===== config.mk =====
export PLATFORM = sky130hd
export DESIGN_NAME = trc_i2c_slave
export DESIGN_NICKNAME = d
export VERILOG_FILES = /design/src/rtl/trc_i2c_slave.sv
export SDC_FILE = /design/constraint.sdc
export NUM_CORES = 1
export LEC_CHECK = 0
export ABC_AREA = 0
export BUFFER_PORTS_ARGS = -buffer_cell sky130_fd_sc_hd__buf_2
export CELL_PAD_IN_SITES_DETAIL_PLACEMENT = 1
export CELL_PAD_IN_SITES_GLOBAL_PLACEMENT = 1
export CORE_ASPECT_RATIO = 0.7
export CORE_MARGIN = 2
export CORE_UTILIZATION = 45
export CTS_CLUSTER_SIZE = 30
export DETAILED_ROUTE_END_ITERATION = 6
export PLACE_DENSITY_LB_ADDON = 0.2
export RECOVER_POWER = 50
export SKIP_CTS_REPAIR_TIMING = 1
export SLEW_MARGIN = 10
export SYNTH_ARGS = -nofsm -noshare
export SYNTH_HDL_FRONTEND = slang
export SYNTH_SLANG_ARGS = --single-unit

===== constraint.sdc =====
create_clock -name clk -period 4.86 [get_ports clk]
set_clock_uncertainty 0.15 [all_clocks]
set_input_delay 0.243 -clock clk [delete_from_list [all_inputs] [get_ports clk]]
set_output_delay 0.243 -clock clk [all_outputs]
set_load 0.05 [all_outputs]

===== src/rtl/trc_i2c_slave.sv =====
// I2C slave front end for the TRC register file: filters SCL/SDA, decodes
// START/STOP and bytes, and issues register write strobes / read fetches.
module trc_i2c_slave #(
    parameter logic [6:0] SLAVE_ADDR = 7'h30,
    parameter int         FILTER_LEN = 3
) (
    input  logic       clk,
    input  logic       reset,
    input  logic       scl_in,
    input  logic       sda_in,
    output logic       sda_drive_low,
    output logic [7:0] reg_addr,
    output logic [7:0] wr_data,
    output logic       wr_stb,
    input  logic [7:0] rd_data,
    output logic       rd_stb,
    output logic       busy
);
    localparam logic [3:0] IDLE     = 4'd0;
    localparam logic [3:0] ADDR     = 4'd1;
    localparam logic [3:0] ACK_ADDR = 4'd2;
    localparam logic [3:0] REG      = 4'd3;
    localparam logic [3:0] ACK_REG  = 4'd4;
    localparam logic [3:0] WR_DATA  = 4'd5;
    localparam logic [3:0] ACK_WR   = 4'd6;
    localparam logic [3:0] RD_LOAD  = 4'd7;
    localparam logic [3:0] RD_DATA  = 4'd8;
    localparam logic [3:0] RD_ACK   = 4'd9;
    localparam logic [3:0] IGNORE   = 4'd10;

    localparam logic [2:0] FLT_MAX = 3'(FILTER_LEN - 1);

    // line index 0 = SCL, 1 = SDA
    logic [1:0]      raw_pin, sync1, sync2, filt, filt_d;
    logic [1:0][2:0] fcnt;

    assign raw_pin = {sda_in, scl_in};

    always_ff @(posedge clk) begin
        if (reset) begin
            sync1  <= 2'b11;
            sync2  <= 2'b11;
            filt   <= 2'b11;
            filt_d <= 2'b11;
            fcnt   <= '0;
        end else begin
            sync1  <= raw_pin;
            sync2  <= sync1;
            filt_d <= filt;
            for (int i = 0; i < 2; i++) begin
                if (sync2[i] == filt[i]) begin
                    fcnt[i] <= '0;
                end else if (fcnt[i] == FLT_MAX) begin
                    filt[i] <= sync2[i];
                    fcnt[i] <= '0;
                end else begin
                    fcnt[i] <= fcnt[i] + 3'd1;
                end
            end
        end
    end

    logic scl_rise, scl_fall, start_c, stop_c;
    assign scl_rise = filt[0] & ~filt_d[0];
    assign scl_fall = ~filt[0] & filt_d[0];
    assign start_c  = ~filt[1] & filt_d[1] & filt[0];
    assign stop_c   = filt[1] & ~filt_d[1] & filt[0];

    logic [3:0] state;
    logic [2:0] bit_cnt;
    logic       got_bit, rw, mack, byte_done;
    logic [7:0] shift, tx;

    // got_bit makes the SCL fall that follows START not count as a bit
    assign byte_done = scl_fall & got_bit & (bit_cnt == 3'd0);

    always_ff @(posedge clk) begin
        if (reset) begin
            state         <= IDLE;
            bit_cnt       <= 3'd7;
            got_bit       <= 1'b0;
            rw            <= 1'b0;
            mack          <= 1'b1;
            shift         <= 8'h00;
            tx            <= 8'h00;
            sda_drive_low <= 1'b0;
            reg_addr      <= 8'h00;
            wr_data       <= 8'h00;
            wr_stb        <= 1'b0;
            rd_stb        <= 1'b0;
            busy          <= 1'b0;
        end else begin
            wr_stb <= 1'b0;
            rd_stb <= 1'b0;
            if (scl_rise) begin
                shift   <= {shift[6:0], filt[1]};
                got_bit <= 1'b1;
            end
            if (start_c) begin
                state         <= ADDR;
                bit_cnt       <= 3'd7;
                got_bit       <= 1'b0;
                sda_drive_low <= 1'b0;
            end else if (stop_c) begin
                state         <= IDLE;
                sda_drive_low <= 1'b0;
                busy          <= 1'b0;
            end else begin
                if (scl_fall) begin
                    got_bit <= 1'b0;
                    if (got_bit && bit_cnt != 3'd0)
                        bit_cnt <= bit_cnt - 3'd1;
                end
                case (state)
                    ADDR: if (byte_done) begin
                        if (shift[7:1] == SLAVE_ADDR) begin
                            state         <= ACK_ADDR;
                            busy          <= 1'b1;
                            rw            <= shift[0];
                            sda_drive_low <= 1'b1;
                        end else begin
                            state <= IGNORE;
                            busy  <= 1'b0;
                        end
                    end
                    ACK_ADDR: if (scl_fall) begin
                        sda_drive_low <= 1'b0;
                        bit_cnt       <= 3'd7;
                        state         <= rw ? RD_LOAD : REG;
                    end
                    REG: if (byte_done) begin
                        reg_addr      <= shift;
                        sda_drive_low <= 1'b1;
                        state         <= ACK_REG;
                    end
                    ACK_REG: if (scl_fall) begin
                        sda_drive_low <= 1'b0;
                        bit_cnt       <= 3'd7;
                        state         <= WR_DATA;
                    end
                    WR_DATA: if (byte_done) begin
                        wr_data       <= shift;
                        wr_stb        <= 1'b1;
                        sda_drive_low <= 1'b1;
                        state         <= ACK_WR;
                    end
                    ACK_WR: if (scl_fall) begin
                        sda_drive_low <= 1'b0;
                        bit_cnt       <= 3'd7;
                        reg_addr      <= reg_addr + 8'd1;
                        state         <= WR_DATA;
                    end
                    RD_LOAD: begin
                        tx            <= rd_data;
                        rd_stb        <= 1'b1;
                        sda_drive_low <= ~rd_data[7];
                        bit_cnt       <= 3'd7;
                        got_bit       <= 1'b0;
                        state         <= RD_DATA;
                    end
                    RD_DATA: if (scl_fall && got_bit) begin
                        if (bit_cnt == 3'd0) begin
                            sda_drive_low <= 1'b0;
                            state         <= RD_ACK;
                        end else begin
                            tx            <= {tx[6:0], 1'b0};
                            sda_drive_low <= ~tx[6];
                        end
                    end
                    RD_ACK: begin
                        if (scl_rise)
                            mack <= filt[1];
                        if (scl_fall && got_bit) begin
                            if (mack) begin
                                state <= IGNORE;
                            end else begin
                                reg_addr <= reg_addr + 8'd1;
                                state    <= RD_LOAD;
                            end
                        end
                    end
                    default: ;
                endcase
            end
        end
    end
endmodule


## Yosys cells after proc, flatten, opt, wreduce, memory -nomap -nowiden

Cells that the tools add are included.
W data, S select, Z words.

- Flip-flop bits (word level): 59
- Bits of input ports: 12
- Output and inout bits: 20
- Word-level logic and storage cells: 153

- Add/subtract/negate cells: 4
- Eq/ne operators: 36
- Mux-type cells: 43
- Bitwise logic cells: 19
- Reduce and logical (&&, ||, !) cells: 30

Operators with widths:

| operator | number |
|---|---|
| $mux W4 | 10 |
| $mux W8 | 4 |
| $pmux W4 S8 | 1 |
| $ne A4 B4 Y1 const B | 7 |
| $pmux W8 S3 | 1 |
| $ne A2 B2 Y1 const B | 11 |
| $mux W1 | 18 |
| $reduce_and A9 Y1 | 2 |
| $eq A4 B3 Y1 const B | 4 |
| $mux W7 | 2 |
| $pmux W7 S2 | 1 |
| $mux W3 | 4 |
| $reduce_or A3 Y1 | 4 |
| $not A1 Y1 | 11 |
| $reduce_and A5 Y1 | 2 |
| $reduce_bool A10 Y1 | 1 |
| $add A8 B1 Y8 const B | 1 |
| $and A1 B1 Y1 | 8 |
| $eq A4 B2 Y1 const B | 2 |
| $eq A4 B4 Y1 const B | 2 |
| $reduce_and A4 Y1 | 2 |
| $reduce_bool A8 Y1 | 1 |
| $eq A7 B6 Y1 const B | 1 |
| $reduce_and A7 Y1 | 1 |
| other kinds (19) | 31 |

## Depth between registers and ports, before layout

- Depth after elaboration: 8
- Mapped depth: 9

## Worst setup path after synthesis

Ideal clock, no wire load.

- Path type: register to register
- Start point: register reg_addr[0]
- End point: register reg_addr[6]
- Library setup time: 70 ps
- Arrival time: 1787 ps
- Data required time: 4640 ps
- Slack: 2853 ps
- Stages on the path, launching flop included: 7
- Path buffers: 0
- Cell sequence: dfxtp_1 ha_1 and3_1 nand3_1 or3_1 a21o_1 a21oi_1

- Word-level cells in the longest chain between the ends: 4
- Elaborated cells between the ends (all ways): 5
- Classes of those cells: add/sub (1); mux (4)

Ends and longest elaborated chain:

| what | line | source |
|---|---|---|
| start: declaration | 12 | `output logic [7:0] reg_addr,` |
| start signal: assignment | 132 | `reg_addr <= shift;` |
| start signal: assignment | 150 | `reg_addr <= reg_addr + 8'd1;` |
| start signal: assignment | 177 | `reg_addr <= reg_addr + 8'd1;` |
| $add A8 B1 Y8 (*) | 150, 177 |  |
| $mux W8 | 174 | `if (mack) begin` |
| $mux W8 | 173 | `if (scl_fall && got_bit) begin` |
| $pmux W8 S3 (*) | 114 | `case (state)` |

Every way passes the cells marked *; elsewhere a longest branch is shown, timed or not. The select of a mux whose other input is x is not followed.
A chain may end at the register's enable or synchronous reset.

## Worst setup path after layout

- Start point: input reset
- End point: register state[3]

- Word-level cells in the longest chain between the ends: 1

Ends and longest elaborated chain:

| what | line | source |
|---|---|---|
| start: declaration | 8 | `input logic reset,` |
| $reduce_or A3 Y1 (no source line) | n/a |  |
| end signal: assignment | 129 | `state <= rw ? RD_LOAD : REG;` |
| end: declaration | 69 | `logic [3:0] state;` |

No other way between the ends.

==> out/results.txt <==
CTS Buf Count: 9
worst r2r dst: tx[4]
register area share after synthesis: 39.3%
P per Cell Area: 355 nW/µm²
Slew Viols, Final: 48
WP data arrival: 2.83 ns
unrepaired setup endpoints after global routing: false
CTS tree: built
final hold slack: -0.0120 ns
Worst VDD drop: 0.152 mV
DPL Wire Length: 5590 µm
Hold Path Sink: tx[0]
total number of vias: 2680
Initial DRC Count: 127
critical path, cell by cell: clkbuf_1 > inv_1 > nand2_1 > a31o_2 > a21oi_1
synthesized area: 3010 µm²
Longest Clk Path Bufs: 2
H-tree levels: 3
TNS Setup: 0 ns
Crit Path Category: in2reg
hold path depth: 3
Routed Antenna Nets: 0
crit start category: primary input
Die Y: 72.4 µm
Crit path largest cell delay: 1.45 ns
total wire length: 8160 µm
Vias/cell: 5.67
DR DRC count: 0
top_reg_cell synth: dfxtp_1
flop2flop setup slack: 2.13 ns
vias in the first global route: 2627
mean post-synth cell area: 8.47 µm²
Worst-path clk slew: 0.06 ns
number of synthesized flops with an enable pin: 0
CP required: 4.93 ns
Yosys cell types: 59
Ports: 32
die width: 102 µm
most common cell after layout, fill and taps aside: dfxtp_1
reg-to-reg startpoint: state[3]
Final period util: 57.0%
Buf/Inv on CP: 2
final hold vios: 1
relative slew slack: -37.7%
Hold Path Origin: rd_data[0]
status: finished, violations left
initial cell density of the core: 47.5%
WL/cell: 17.3 µm
layout cells sized above 1: 12.0%
Reg2Reg Depth: 5
maxcap violations: 1
Post-Synthesis Cells: 355
initial antenna violation count: 0
Pre-Repair DR Iteration Count: 5
post-layout min period: 2.77 ns
nets: 398
Port Buffers: 31
Worst setup EP type: flip-flop
placed insts: 457
Root Buffer: clkbuf_8
Synth Net Count: 374
All-Layer GR Usage: 24.1%
Hold WC Path Type: in2reg
GRT overflow: 0
measured slew at the worst slew-check pin: 2.06 ns
Finished Layout Cells: 473
commonest non-fill, non-tap cells in the layout: dfxtp_1 (59), nand2_1 (44), nor2_1 (39)
leakage power: 0.00129 µW
DIE AREA: 7360 µm²
number of synthesized register bits: 59
Critical Path Fanout Max: 47
num rows: 24
Area Overhead vs Synth: 12.2%
first-pass GRT wire length: 13500 µm
FFs w/ async S/R, synth: 0%
pin count of the biggest net entering global routing: 48
Worst-Skew Late Latency: 0.34 ns
final setup violation count: 0
Max Freq: 361 MHz
CTS Sinks: 59
Warnings, synthesis: 0
failing checks: hold timing, capacitance limit, slew limit
CP delay by family, top: buffers and inverters
diode count: 0
routability cong.: 0.845
CP max stage cell: clkbuf_1
core area: 6340 µm²
-- cell families (layout without fill, tap and decap cells) --
logic type,count (synthesis),count (layout),synth area share (%)
xor+xnor,4,4,1.17
compound gates,75,75,17.2
buf+inv,30,57,4.45
mux,24,24,8.07
fa+ha+maj,8,8,3.25
simple gates,155,155,26.6
flops,59,59,39.3
-- metal layers --
layer	vias up	share of wire, %	GRT usage, %
li1	1314	-	-
met1	1288	49	33.9
met2	72	45	36.2
met3	6	4.9	6.84
met4	0	0.76	6.91
met5	-	0	0
-- Yosys cell counts (2+ instances only) --
library cell  count  area share (%)
a211oi_1          6             1.5
a21o_1            2            0.50
a21oi_1          23             3.8
a311oi_1          3            0.87
a31o_1            2            0.58
a31o_2            2            0.58
a31oi_1           5             1.0
a41o_1            2            0.67
and2_1            3            0.62
and3_1            3            0.62
and4bb_2          2            0.83
buf_2             4            0.67
buf_4             4             1.0
clkbuf_1         11             1.4
dfxtp_1          59              39
ha_1              7             2.9
inv_1            10             1.2
mux2_2            2            0.75
mux2i_1          22             7.3
nand2_1          44             5.5
nand2b_1          5             1.0
nand3_1          10             1.7
nand3b_1          2            0.50
nand4_1           5             1.0
nor2_1           39             4.9
nor2b_1           7             1.5
nor3_1           10             1.7
nor4_1            4            0.83
o2111ai_1         2            0.58
o211a_1           2            0.67
o211ai_1          2            0.50
o21ai_0          13             2.2
or2_2             6             1.2
or3_1             5             1.0
xnor2_1           3            0.87
-- power by group --
group / switching [µW] / internal, µW
logic: 124 / 72.8
clock network: 192 / 272
registers: 40.1 / 495
total: 357 / 840
-- final cells by class --
class	count	area (µm²)
multi-input combinational	266	1690
timing repair buffer	33	149
clock buffer	12	165
fill	770	2960
inverter	10	37.5
clock inverter	2	35.0
sequential	59	1180
tap	91	114
-- through the flow --
| stage | util, % | worst slack (ns) | hold WS, ns | instance area [µm²] | total power, µW |
|---|---|---|---|---|---|
| after floorplan | - | 2.85 | 0.197 | 3010 | 687 |
| after global placement | 50.2 | 2.30 | 0.241 | 3180 | 727 |
| after detailed placement | 50.2 | 2.17 | 0.249 | 3180 | 730 |
| after CTS | 53.3 | 2.13 | -0.0850 | 3380 | 1210 |
| after global routing | 53.2 | 1.73 | 0.0117 | 3370 | 1250 |
| final | 53.2 | 2.09 | -0.0120 | 3370 | 1200 |
-- worst min-delay path: cells and delay by family --
kind            cells  cell delay, ns
buf+inv             1            0.08
compound gates      1            0.07
simple gates        1            0.05
-- flip-flops by register name, indices dropped and copies added, names as in the netlist, named ones only --
register and cells:
mack 1, got_bit 1, filt 2, wr_stb 1, rw 1, reg_addr 8
rd_stb 1, shift 8, wr_data 8, fcnt 6, filt_d 2, sda_drive_low 1
busy 1, sync2 2, sync1 2, tx 7, state 4
-- how the worst max path moves through the flow --
stage | cells after the start | endpoint | start | slack, ns
after global routing | 5 | state[3] | reset | 1.73
after floorplan | 6 | reg_addr[6] | reg_addr[0] | 2.85
after detailed placement | 5 | tx[4] | state[3] | 2.17
after global placement | 5 | tx[3] | state[3] | 2.30
after CTS | 5 | tx[4] | state[3] | 2.13
final | 5 | state[3] | reset | 2.09
Power figures use the tool's default switching activity.
